File: config.mk
export PLATFORM = sky130hd
export DESIGN_NAME = slipstream_clkgen
export DESIGN_NICKNAME = d
export VERILOG_FILES = /design/src/rtl/slipstream_clkgen.sv
export SDC_FILE = /design/constraint.sdc
export NUM_CORES = 1
export LEC_CHECK = 0
export ABC_AREA = 1
export CORE_ASPECT_RATIO = 1.2
export CORE_MARGIN = 4
export CORE_UTILIZATION = 25
export CTS_CLUSTER_DIAMETER = 50
export DETAILED_ROUTE_END_ITERATION = 7
export GPL_ROUTABILITY_DRIVEN = 0
export PLACE_DENSITY = 0.53
export SLEW_MARGIN = 5
export SYNTH_ARGS = -nofsm -noshare
export SYNTH_HDL_FRONTEND = slang
export SYNTH_SLANG_ARGS = --single-unit
File: constraint.sdc
create_clock -name MasterClock -period 2.5 [get_ports MasterClock]
set_input_delay 0.375 -clock MasterClock [delete_from_list [all_inputs] [get_ports MasterClock]]
set_output_delay 0.375 -clock MasterClock [all_outputs]
set_load 0.005 [all_outputs]
File: src/rtl/slipstream_clkgen.sv
// Derived-clock generator for MasterClock-time mode: divides MasterClock into a
// glitch-free clk_out with programmable half-period, rise/fall strobes and a stall handshake.
module slipstream_clkgen #(
  parameter int          DIV_W     = 4,
  parameter int unsigned DIV_RESET = 1,
  parameter int          CNT_W     = 16
) (
  input  logic             MasterClock,
  input  logic             resetL,
  input  logic             run,
  input  logic [DIV_W-1:0] div,
  input  logic             div_load,
  input  logic             stall_req,
  output logic             stall_ack,
  output logic             clk_out,
  output logic             clk_rise,
  output logic             clk_fall,
  output logic [CNT_W-1:0] cyc
);

  typedef enum logic [1:0] {
    S_IDLE    = 2'd0,
    S_RUN     = 2'd1,
    S_STALLED = 2'd2
  } state_t;

  state_t           state_q;
  logic [DIV_W-1:0] cnt_q;
  logic [DIV_W-1:0] div_active_q;
  logic [DIV_W-1:0] div_pending_q;
  logic             pend_valid_q;

  // A load in the same cycle as an application point wins over the held value.
  logic [DIV_W-1:0] div_pending_d;
  logic             pend_valid_d;
  logic [DIV_W-1:0] reload_div;

  assign div_pending_d = div_load ? div : div_pending_q;
  assign pend_valid_d  = div_load | pend_valid_q;
  assign reload_div    = pend_valid_d ? div_pending_d : div_active_q;

  always_ff @(posedge MasterClock or negedge resetL) begin
    if (!resetL) begin
      state_q       <= S_IDLE;
      cnt_q         <= '0;
      div_active_q  <= DIV_W'(DIV_RESET);
      div_pending_q <= '0;
      pend_valid_q  <= 1'b0;
      clk_out       <= 1'b0;
      clk_rise      <= 1'b0;
      clk_fall      <= 1'b0;
      stall_ack     <= 1'b0;
      cyc           <= '0;
    end else begin
      clk_rise      <= 1'b0;
      clk_fall      <= 1'b0;
      div_pending_q <= div_pending_d;
      pend_valid_q  <= pend_valid_d;
      case (state_q)
        S_IDLE: begin
          clk_out   <= 1'b0;
          stall_ack <= 1'b0;
          if (pend_valid_d) begin
            div_active_q <= div_pending_d;
            pend_valid_q <= 1'b0;
          end
          if (run) begin
            state_q <= S_RUN;
            cnt_q   <= reload_div;
          end
        end
        S_RUN: begin
          // Parking is only allowed while low; a high phase always runs to completion.
          if (!clk_out && (!run || stall_req)) begin
            state_q   <= run ? S_STALLED : S_IDLE;
            stall_ack <= run;
          end else if (cnt_q != '0) begin
            cnt_q <= cnt_q - 1'b1;
          end else if (clk_out) begin
            clk_out      <= 1'b0;
            clk_fall     <= 1'b1;
            cnt_q        <= reload_div;
            div_active_q <= reload_div;
            pend_valid_q <= 1'b0;
            if (!run) begin
              state_q <= S_IDLE;
            end else if (stall_req) begin
              state_q   <= S_STALLED;
              stall_ack <= 1'b1;
            end
          end else begin
            clk_out  <= 1'b1;
            clk_rise <= 1'b1;
            cyc      <= cyc + 1'b1;
            cnt_q    <= div_active_q;
          end
        end
        S_STALLED: begin
          clk_out <= 1'b0;
          if (pend_valid_d) begin
            div_active_q <= div_pending_d;
            pend_valid_q <= 1'b0;
          end
          if (!run) begin
            state_q   <= S_IDLE;
            stall_ack <= 1'b0;
          end else if (!stall_req) begin
            state_q   <= S_RUN;
            stall_ack <= 1'b0;
            cnt_q     <= reload_div;
          end
        end
        default: begin
          state_q <= S_IDLE;
        end
      endcase
    end
  end

endmodule

* Word-level counts from Yosys, hierarchy flattened
Cells that the tools add are included.
** Word-level totals
- Bits in registers :: 35
- Input port bits :: 9
- Output and inout port bits :: 20
- Word-level logic and storage cells :: 88
** Operators by class
- Add/subtract/negate cells :: 2
- Equal/unequal tests :: 13
- Muxes and demuxes :: 45
- Bitwise logic cells :: 4
- Reductions and logical operators :: 14
** Operators by type and width (number)
- $mux 4 :: 10
- $mux 1 :: 20
- $mux 2 :: 9
- $add 16x1->16 const B :: 1
- $ne 3x3->1 const B :: 5
- $pmux 4 s3 :: 1
- $ne 2x2->1 const B :: 5
- $reduce_and 5->1 :: 2
- $pmux 4 s2 :: 1
- $pmux 2 s3 :: 1
- $reduce_and 6->1 :: 1
- $ne 4x4->1 const B :: 1
- $pmux 1 s2 :: 2
- $reduce_and 4->1 :: 1
- $reduce_bool 4->1 :: 1
- $sub 4x1->4 const B :: 1
- $not 1->1 :: 3
- $pmux 1 s3 :: 1
- $reduce_and 3->1 :: 1
- $reduce_bool 3->1 :: 1
- $eq 2x1->1 const B :: 1
- $eq 2x2->1 const B :: 1
- $logic_not 1->1 :: 2
- $logic_not 2->1 :: 1
- 5 further kinds :: 5

* Depth between registers and ports, before layout
Gate-level depths: netlist of run 1.
- Word-level depth :: 6
- Depth in mapped cells :: 11
- Gate-level depth less buffers :: 11

* Worst setup path before layout of run 1
No wires, ideal clock.
- Path kind :: flip-flop to flip-flop
- Start point :: register cnt_q[0]
- End point :: register cyc[12]
- Library setup time :: 0.120 ns
- Data arrival time :: 1.346 ns
- Data required time :: 2.380 ns
- Path slack :: 1.034 ns
- Stages on the path, launching flop included :: 9
- Path buffers :: 1
- Clock period less this slack :: 1.466 ns
- Cell sequence :: dfrtp_1 -> inv_1 -> ha_1 -> inv_1 -> nor3_4 -> nand4_4 -> buf_2 -> nand2_1 -> nand2_1
** On the way
- Longest elaborated chain between the ends :: 3
** Ends and longest elaborated chain
- start: declaration :: RTL line 28 : logic [DIV_W-1:0] cnt_q;
- start signal: assignment :: RTL line 69 : cnt_q <= reload_div;
- start signal: assignment :: RTL line 78 : cnt_q <= cnt_q - 1'b1;
- start signal: assignment :: RTL line 82 : cnt_q <= reload_div;
- $reduce_bool 4->1 :: RTL line 77 : end else if (cnt_q != '0) begin
- $not 1->1 (no line)
- $reduce_and 4->1 (no line)
- end signal: assignment :: RTL line 94 : cyc <= cyc + 1'b1;
- end: declaration :: RTL line 18 : output logic [CNT_W-1:0] cyc
No other way between the ends.
A chain may end at the register's enable or synchronous reset.

* Worst setup path in the final report of run 1
- Start point :: register cnt_q[0]
- End point :: register cyc[14]
Same word-level chain as after synthesis.

==> results by group, run 1 <==
Synth
  • Largest family of logic cells by synthesized area: simple AND/OR/NAND/NOR gates
  • Register bit total from synthesis: 35
  • Synth warnings: 0
  • Net Count, Synth: 289
  • Xor/xnor share of the synthesized area: 4.77%
  • Distinct cell type count of the synthesized netlist: 28
  • Complex-gate fraction of the synthesized area: 6.88%
  • Cells after synthesis: ~280
  • Multiplexer share of the synthesized area: 0%
  • Sequential area share after synthesis: 43.5%
  • Post-Synth Simple-Gate Area: ~37%
  • Synth Area per Inst: 7.26 µm²
  • Synth Area in Adders: under 10%
  • Post-Syn Area: a little over 0.002 mm²

Global route
  • Largest net degree at the start of global routing: 36
  • Vias in the first global route: 1870
  • Grt ovf: 0
  • Total Routing Usage GR: 10.7%
  • First-pass GRT wire length: ~8.4 mm
  • Initial antenna violation count: 0

Drt
  • DRT Pass-1 Iters: 4
  • DRT iter0 DRCs: 37
  • Post-DRT Antenna Nets: 0
  • DR WL/cell: 11.6 µm
  • Vias per Instance: 4.57
  • Total Routed Length: 4.69 mm
  • Via Count: ~1900
  • Remaining DRCs: 0

Pwr
  • Clock share of power: 19.7%
  • P per Cell Area: 858 mW/mm²
  • Internal Power: 1.24 mW
  • P_sw: 0.907 mW
  • Leak pwr: between 1 and 1.5 nW
  • Worst vdd ir: 0.000547 V
  • Total power: 2.14 mW
  • Net Sw Frac: 42.3%
  • Seq pwr share: 39.4%
  • Gate power share: slightly above 40%

Setup path
  • Slowest stage cell, crit path: dfrtp_1
  • Most used cell, CP: inv_1
  • Worst path arrival time: 1990 ps
  • Crit-path cells: inv_1 > ha_1 > inv_1 > nor3_4 > nand4_4 > clkinv_2 > o21ai_0
  • Worst path required time: approximately 2700 ps
  • Crit-path max FO: 14
  • Buffers plus inverters on the worst setup path: 3
  • Crit start category: flop
  • WS Path Type: reg -> reg
  • Worst setup EP type: flop
  • Biggest cell delay along the critical path: 390 ps
  • Crit path max-delay family: simple AND/OR/NAND/NOR gates

Placed design
  • Placed cell area: 0.00240 mm²
  • Port Buf Inserts: 28
  • HPWL after DPL: about 3.6 mm

CTS
  • Total clock sinks: 35
  • Num CTS Buffers: 5
  • CTS tree: yes
  • CTS hold repair buffers: 0
  • PostCTS Resize Cnt: 0
  • Worst skew pair latency: 290 ps
  • Longest Clk Path Bufs: 2
  • Post-CTS Setup Inserts: 0
  • Reg clk slew, reported paths: 80 ps
  • Root Buffer: clkbuf_8
  • CTS H-Tree Depth: 2

Layout
  • Commonest non-fill, non-tap cell in the layout: nand2_1
  • Area growth, synth to finish: 23.7%
  • Fill count: 846
  • Most frequent cells in the layout: 116 x nand2_1, 34 x dfrtp_1, 28 x clkdlybuf4s50_1, 27 x nor2_1, 22 x inv_1
  • N_diodes: 0
  • Fin nets: about 320
  • Register area: 877 µm²
  • Fraction of layout cells with a size suffix above 1: 9.27%
  • Area of the multi-input gates: 0.00101 mm²
  • Final core utilization: 32.0%
  • Final instance area: 0.00250 mm²

Timing
  • Rel. slew slack: 69.2%
  • Worst slew pin tran: 462 ps
  • Tcrit/Tclk final: 73.1%
  • Fin Setup TNS: 0 ps
  • Final Hold Fails: 0
  • Setup Viol. Count Final: 0
  • Minimum clock period: 1830 ps
  • Max-slew violations: 0
  • RSZ-0062 raised after global routing: false
  • Max Clk Rate: 0.547 GHz
  • Final Skew: 9.64 ps
  • Hold WS: ~480 ps

Die
  • Io pins: 29
  • Die Ht: 106 µm
  • Die ar.: 0.00958 mm²
  • Num rows: 35
  • Initial core utilization: 25.9%
  • Core ar.: 0.00779 mm²
  • Die X: 90.0 µm

Run
  • Max Cap Viol: 0

Run status
  • Outcome: completed

Hold path
  • Hold Path Class: reg -> reg
[synth_stat cells]
cell type	count	area (µm²)
a21oi_1	4	20.0
a21oi_2	1	8.76
buf_2	1	5.00
buf_6	1	11.3
clkinv_2	2	10.0
dfrtp_1	34	851
dfstp_2	1	26.3
ha_1	2	25.0
inv_1	22	82.6
inv_2	4	15.0
inv_4	1	6.26
nand2_1	116	435
nand2_2	3	18.8
nand2_4	1	11.3
nand3_1	17	85.1
nand3_2	1	10.0
nand4_1	3	18.8
nand4_4	1	21.3
nor2_1	27	101
nor2_2	1	6.26
nor3_1	2	10.0
nor3_4	2	32.5
o21a_1	1	7.51
o21ai_0	11	55.1
o21ai_1	6	30.0
o21ai_2	2	17.5
xnor2_1	9	78.8
xor2_1	2	17.5
[cells by family after synthesis]
| family | Yosys count |
|---|---|
| AOI/OAI and AO/OA | 25 |
| xor gates and xnor gates | 11 |
| adders and majority gates | 2 |
| buffers and inverters | 31 |
| DFF | 35 |
| and+or+nand+nor | 174 |
[routing by layer]
layer	GRT usage, %	wire length [µm]	up-vias	share of wire, %
li1	-	-	941	-
met1	12.6	2170	879	46
met2	18.8	2310	30	49
met3	2.55	177	2	3.8
met5	0	0	-	0
met4	3.94	29	0	0.62
[registers in the layout, summed over array words and instances (netlist names)]
signal,count
clk_out,1
div_pending_q,4
stall_ack,1
state_q,2
clk_rise,1
div_active_q,4
cnt_q,4
cyc,16
pend_valid_q,1
clk_fall,1
[per-stage QoR]
stage | setup slack [ps] | cells
6_report | 672 | 405
4_1_cts | 636 | 405
3_3_place_gp | 606 | 397
5_1_grt | 455 | 405
2_1_floorplan | 1030 | 278
3_5_place_dp | 551 | 397
[final timing paths]
path | cells after the start | endpoint | slack (ps) | from
min | 2 | stall_ack$_DFFE_PN0P_ | 480 | stall_ack$_DFFE_PN0P_
max reg2reg | 7 | cyc[14]$_DFFE_PN0P_ | 670 | cnt_q[0]$_DFFE_PN0P_
max in group asynchronous | 2 | div_active_q[0]$_DFFE_PN1P_ | 1640 | resetL
min in group asynchronous | 2 | cyc[4]$_DFFE_PN0P_ | 500 | resetL
min reg2reg | 2 | stall_ack$_DFFE_PN0P_ | 480 | stall_ack$_DFFE_PN0P_
max | 7 | cyc[14]$_DFFE_PN0P_ | 670 | cnt_q[0]$_DFFE_PN0P_
[final cells by class]
| cell class | instances | area share (%) |
|---|---|---|
| multi-input combinational | 212 | 40.5 |
| sequential | 35 | 35.1 |
| timing repair buffer | 29 | 11.5 |
| tap | 92 | 4.61 |
| inverter | 29 | 4.56 |
| clock buffer | 5 | 2.76 |
| clock inverter | 3 | 0.952 |
[worst register-to-register path: cells and delay by family, from the launching register on]
family / cells / cell delay (ps)
compound gates: 1 / 110
fa+ha+maj: 1 / 160
buf+inv: 3 / 450
flops: 1 / 390
simple gates: 2 / 600
[power groups by stage]
stage,sequential [mW],clock [mW],combinational [mW]
2_1_floorplan,0.828,0,0.641
3_3_place_gp,0.857,0,0.885
3_5_place_dp,0.857,0,0.889
4_1_cts,0.847,0.446,0.893
5_1_grt,0.868,0.463,1.02
6_report,0.846,0.422,0.876
Power figures use the tool's default switching activity.
==> run 2: changes to the inputs <==
==> constraint.sdc (replaced) <==
create_clock -name MasterClock -period 1.7 [get_ports MasterClock]
set_input_delay 0.255 -clock MasterClock [delete_from_list [all_inputs] [get_ports MasterClock]]
set_output_delay 0.255 -clock MasterClock [all_outputs]
set_load 0.005 [all_outputs]
==> results by group, run 2 (synthesis gave the netlist of run 1 again) <==
Run status
  • Outcome: completed

Layout
  • Cell Count, Final, Fillers Out: 416
  • Commonest non-fill, non-tap cell in the layout: nand2_1
  • Fill count: 844
  • Final instance area: 0.00259 mm²
  • Fin nets: 334
  • Largest Register: cyc
  • Area growth, synth to finish: 28.3%
  • Fraction of layout cells with a size suffix above 1: 12.0%
  • Most frequent cells in the layout: 116 x nand2_1, 33 x dfrtp_1, 28 x clkdlybuf4s50_1, 27 x nor2_1, 22 x inv_1
  • Max reg flops: 16
  • N_diodes: 0

Drt
  • Vias per Instance: 4.53
  • Via Count: 1884
  • DRT Pass-1 Iters: 4
  • DR WL/cell: 11.6 µm
  • DRT iter0 DRCs: 53
  • Remaining DRCs: 0
  • Post-DRT Antenna Nets: 0
  • Total Routed Length: 4.84 mm

Timing
  • Final Hold Fails: 0
  • Fin Setup TNS: 0 ps
  • Final Skew: 7.96 ps
  • Minimum clock period: 1590 ps
  • Worst slew pin tran: 294 ps
  • Setup Viol. Count Final: 0
  • Max-slew violations: 0
  • Tcrit/Tclk final: between 90 and 100%
  • Max Clk Rate: between 0.6 and 0.7 GHz
  • Rel. slew slack: 80.3%
  • RSZ-0062 raised after global routing: true

Pwr
  • Total power: approximately 3.2 mW
  • Worst vdd ir: 0.000638 V
  • P per Cell Area: 1240 mW/mm²
  • Leak pwr: 1.24 nW

CTS
  • Total clock sinks: 35
  • CTS hold repair buffers: 0
  • Worst skew pair latency: around 280 ps
  • Num CTS Buffers: 5
  • CTS H-Tree Depth: 2
  • Root Buffer: clkbuf_8
  • CTS tree: yes
  • Reg clk slew, reported paths: about 70 ps
  • Longest Clk Path Bufs: 2

Setup path
  • Worst path arrival time: 1750 ps
  • FF-to-FF path depth: 11
  • Crit Reg-Reg Endpoint: stall_ack$_DFFE_PN0P_
  • Worst setup EP type: flop
  • Worst path required time: 1870 ps
  • WS Path Type: reg -> reg
  • Crit-path max FO: 4
  • R2R setup slack: 110 ps
  • Critical R2R Launch: cnt_q[0]$_DFFE_PN0P_
  • Crit start category: flop

Die
  • Die ar.: ~0.0096 mm²
  • Die Ht: approximately 110 µm
  • Initial core utilization: 25.9%
  • Die X: 90.0 µm
  • Num rows: 35
  • Io pins: 29
  • Core ar.: 0.00779 mm²

Run
  • Max Cap Viol: 0

Global route
  • Initial antenna violation count: 0
  • Grt ovf: 0
  • Total Routing Usage GR: 10.5%
  • Vias in the first global route: 1878
  • First-pass GRT wire length: 8.25 mm
  • Largest net degree at the start of global routing: 36

Placed design
  • Port Buf Inserts: 28
  • HPWL after DPL: 3.68 mm
  • Placed cell area: 0.00249 mm²
  • Placed cells: 407

Hold path
  • Hold Path Class: in -> async
[run 2: power by group]
group	leakage [nW]	internal, mW	switching (mW)
logic	0.755	0.551	0.841
registers	0.443	1.04	0.203
clock network	0.0422	0.288	0.294
[run 2: final cells by class]
type / count / area (µm²) / area share (%)
Tap cell: 92 / 115 / 4.44
Clock inverter: 1 / 5.00 / 0.193
Multi-Input combinational cell: 212 / 1020 / 39.3
Sequential cell: 35 / 878 / 33.9
Clock buffer: 7 / 76.3 / 2.95
Inverter: 29 / 114 / 4.40
Timing Repair Buffer: 40 / 383 / 14.8
[run 2: worst max-delay path, stage by stage (launching register included)]
cell     delay [ps]
dfrtp_1         380
inv_1            80
ha_1            140
inv_1            90
nor3_4          250
nand2_2         110
nand2_2         120
inv_1            50
nand2_1          90
nand2_1          60
nand2_1          50
nand2_1          50
[run 2: worst max path at each step]
stage	startpoint	endpoint	slack, ps	cells after the start
3_3_place_gp	run	cnt_q[2]$_DFFE_PN0P_	50	8
5_1_grt	cnt_q[0]$_DFFE_PN0P_	stall_ack$_DFFE_PN0P_	-20	11
4_1_cts	clk_out$_DFFE_PN0P_	clk_out	10	1
6_report	cnt_q[0]$_DFFE_PN0P_	stall_ack$_DFFE_PN0P_	110	11
3_5_place_dp	run	cnt_q[2]$_DFFE_PN0P_	60	8
2_1_floorplan	cnt_q[0]$_DFFE_PN0P_	cyc[12]$_DFFE_PN0P_	230	8
[run 2: repair_timing]
item	4_1_cts	5_1_grt
resized for setup	0	2
endpoints found under the hold margin	0	0
endpoints found under the setup margin	0	6
setup buffers	0	1
[run 2: through the flow]
stage	utilization [%]	setup WS, ps	hold slack, ps
final	33.2	115	347
after global placement	32.0	45.7	469
after CTS	33.0	9.70	346
after global routing	33.2	-15.8	350
after detailed placement	32.0	56.0	465
after floorplan	-	234	-40.6
[run 2: per-layer routing]
| metal | GRT usage, % | part of all wire (%) |
|---|---|---|
| met5 | 0 | 0 |
| met4 | 4.49 | 2.1 |
| met3 | 2.62 | 4.8 |
| met2 | 19.0 | 48 |
| met1 | 11.7 | 45 |
==> run 3: changes to the inputs <==
--- a/config.mk
+++ b/config.mk
@@ -7,12 +7,12 @@
 export LEC_CHECK = 0
 export ABC_AREA = 1
 export CORE_ASPECT_RATIO = 1.2
-export CORE_MARGIN = 4
+export CORE_MARGIN = 5
 export CORE_UTILIZATION = 25
 export CTS_CLUSTER_DIAMETER = 50
 export DETAILED_ROUTE_END_ITERATION = 7
 export GPL_ROUTABILITY_DRIVEN = 0
-export PLACE_DENSITY = 0.53
+export PLACE_DENSITY = 0.54
 export SLEW_MARGIN = 5
 export SYNTH_ARGS = -nofsm -noshare
 export SYNTH_HDL_FRONTEND = slang
==> constraint.sdc (replaced) <==
create_clock -name MasterClock -period 1.3 [get_ports MasterClock]
set_input_delay 0.195 -clock MasterClock [delete_from_list [all_inputs] [get_ports MasterClock]]
set_output_delay 0.195 -clock MasterClock [all_outputs]
set_load 0.005 [all_outputs]
==> results by group, run 3 (synthesis gave the netlist of run 1 again) <==
CTS
  • Num CTS Buffers: 5
  • Total clock sinks: 35
  • Reg clk slew, reported paths: 70 ps
  • Root Buffer: clkbuf_8
  • CTS hold repair buffers: 0
  • Worst skew pair latency: 290 ps
  • CTS tree: yes
  • Longest Clk Path Bufs: 2
  • CTS H-Tree Depth: 2

Setup path
  • Crit path max-delay family: simple AND/OR/NAND/NOR gates
  • Worst path required time: about 1500 ps
  • Worst setup EP type: flop
  • FF-to-FF path depth: 11
  • Crit-path cells: inv_2 > ha_4 > inv_4 > nor3_4 > buf_6 > nand2_4 > nand2_4 > o21ai_4 > inv_4 > nand2_2 > o21ai_2
  • R2R setup slack: -210 ps
  • Crit Reg-Reg Endpoint: div_active_q[3]$_DFFE_PN0P_
  • Buffers plus inverters on the worst setup path: 4
  • Biggest cell delay along the critical path: 390 ps
  • Critical R2R Launch: cnt_q[0]$_DFFE_PN0P_
  • Slowest stage cell, crit path: dfrtp_1
  • Crit-path max FO: 7
  • WS Path Type: reg -> reg
  • Crit start category: flop
  • Worst path arrival time: 1740 ps

Layout
  • Fin nets: 394
  • Commonest non-fill, non-tap cell in the layout: nand2_1
  • Final core utilization: 40.6%
  • Largest Register: cyc
  • Area growth, synth to finish: 61.3%
  • Cell Count, Final, Fillers Out: 479
  • Max reg flops: 16
  • Fraction of layout cells with a size suffix above 1: between 30% and 40%
  • N_diodes: 0
  • Most frequent cells in the layout: 87 x nand2_1, 61 x buf_4, 30 x dfrtp_1, 24 x nand2_2, 20 x nor2_1

Die
  • Num rows: 36
  • Die ar.: 0.00998 mm²
  • Core ar.: 0.00802 mm²
  • Initial core utilization: 25.2%
  • Die Ht: about 110 µm
  • Io pins: 29
  • Die X: between 90 and 100 µm

Run status
  • Violations in the final reports: setup timing
  • Outcome: finished with violations

Drt
  • Post-DRT Antenna Nets: 0
  • DR WL/cell: 11.9 µm
  • Remaining DRCs: 0
  • DRT iter0 DRCs: 36
  • Vias per Instance: 4.45
  • Via Count: around 2100
  • Total Routed Length: 5.72 mm
  • DRT Pass-1 Iters: 4

Global route
  • Vias in the first global route: approximately 2300
  • Initial antenna violation count: 0
  • Grt ovf: 0
  • First-pass GRT wire length: 9.83 mm
  • Total Routing Usage GR: 12.3%
  • Largest net degree at the start of global routing: 36

Pwr
  • P per Cell Area: 1600 mW/mm²
  • Leak pwr: 1.68 nW
  • Worst vdd ir: 0.00104 V

Timing
  • Final Skew: 4.62 ps
  • Final worst setup slack: -212 ps
  • Worst slew pin tran: about 320 ps
  • Fin Setup TNS: -4700 ps
  • Tcrit/Tclk final: 116%
  • Max-slew violations: 0
  • Rel. slew slack: 78.6%
  • Max Clk Rate: 0.662 GHz
  • Minimum clock period: about 1500 ps
  • Setup Viol. Count Final: 31
  • Final Hold Fails: 0
  • RSZ-0062 raised after global routing: true

Placed design
  • HPWL after DPL: 4.04 mm
  • Placed cells: between 400 and 500
  • Dpl ws: -295 ps
  • Port Buf Inserts: 28

Hold path
  • Hold Path Class: in -> async

Run
  • Max Cap Viol: 0
==> run 3: cell types whose count changed in the layout (fill, tap and decap cells not counted), moves of 4 or more <==
cell and change:
buf_4 +50, buf_6 +9, clkdlybuf4s50_1 -20, dlygate4sd2_1 +17, inv_1 -4, nand2_1 -29, nand2_2 +21, nand2_4 +8
nor2_1 -7, nor2_2 +5, o21ai_0 -5, o21ai_2 +5
==> run 3: cell type report <==
| class | instances | area, µm² |
|---|---|---|
| Fill cell | 807 | 4760 |
| Multi-Input combinational cell | 212 | 1190 |
| Timing Repair Buffer | 99 | 833 |
| Inverter | 29 | 129 |
| Clock inverter | 1 | 5.00 |
| Clock buffer | 7 | 76.3 |
| Timing Repair inverter | 1 | 16.3 |
| Tap cell | 95 | 119 |
| Sequential cell | 35 | 882 |
==> run 3: metrics by stage <==
stage	hold slack (ps)	cell area [µm²]	total power, mW
2_1_floorplan	-101	2050	2.93
3_3_place_gp	455	2750	3.92
3_5_place_dp	470	2750	3.94
4_1_cts	281	3080	4.97
5_1_grt	297	3260	5.64
6_report	274	3260	5.20
==> run 3: worst reg2reg max path, stage by stage, from the launching register on <==
cell	delay, ps
dfrtp_1	390
inv_2	80
ha_4	140
inv_4	40
nor3_4	210
buf_6	150
nand2_4	50
nand2_4	90
o21ai_4	100
inv_4	90
nand2_2	50
o21ai_2	50
==> run 3: worst max path at each step <==
stage,from,to,slack [ps],cells past startpoint
2_1_floorplan,cnt_q[0]$_DFFE_PN0P_,stall_ack$_DFFE_PN0P_,-160,11
6_report,cnt_q[0]$_DFFE_PN0P_,div_active_q[3]$_DFFE_PN0P_,-210,11
3_3_place_gp,div_load,cnt_q[3]$_DFFE_PN0P_,-290,8
4_1_cts,cnt_q[0]$_DFFE_PN0P_,div_active_q[3]$_DFFE_PN0P_,-200,11
3_5_place_dp,stall_req,cyc[14]$_DFFE_PN0P_,-300,8
5_1_grt,cnt_q[1]$_DFFE_PN0P_,stall_ack$_DFFE_PN0P_,-310,12
==> run 3: metal layers <==
metal	up-vias	GRT usage (%)	share of wire, %
met5	-	0	0
met4	0	4.99	2.1
met3	10	2.92	4.6
met2	47	22.8	53
met1	995	13.3	41
li1	1078	-	-
==> run 3: power breakdown <==
group	switching [mW]	internal [mW]
Combinational	1.58	1.29
Clock	0.412	0.376
Sequential	0.180	1.36
==> run 3: what timing repair did <==
item | 4_1_cts | 5_1_grt
buffers inserted | 23 | 7
resized for setup | 57 | 44
cloned | 0 | 1
endpoints found under the setup margin | 51 | 33
endpoints found under the hold margin | 0 | 0
pin swaps | 28 | 27
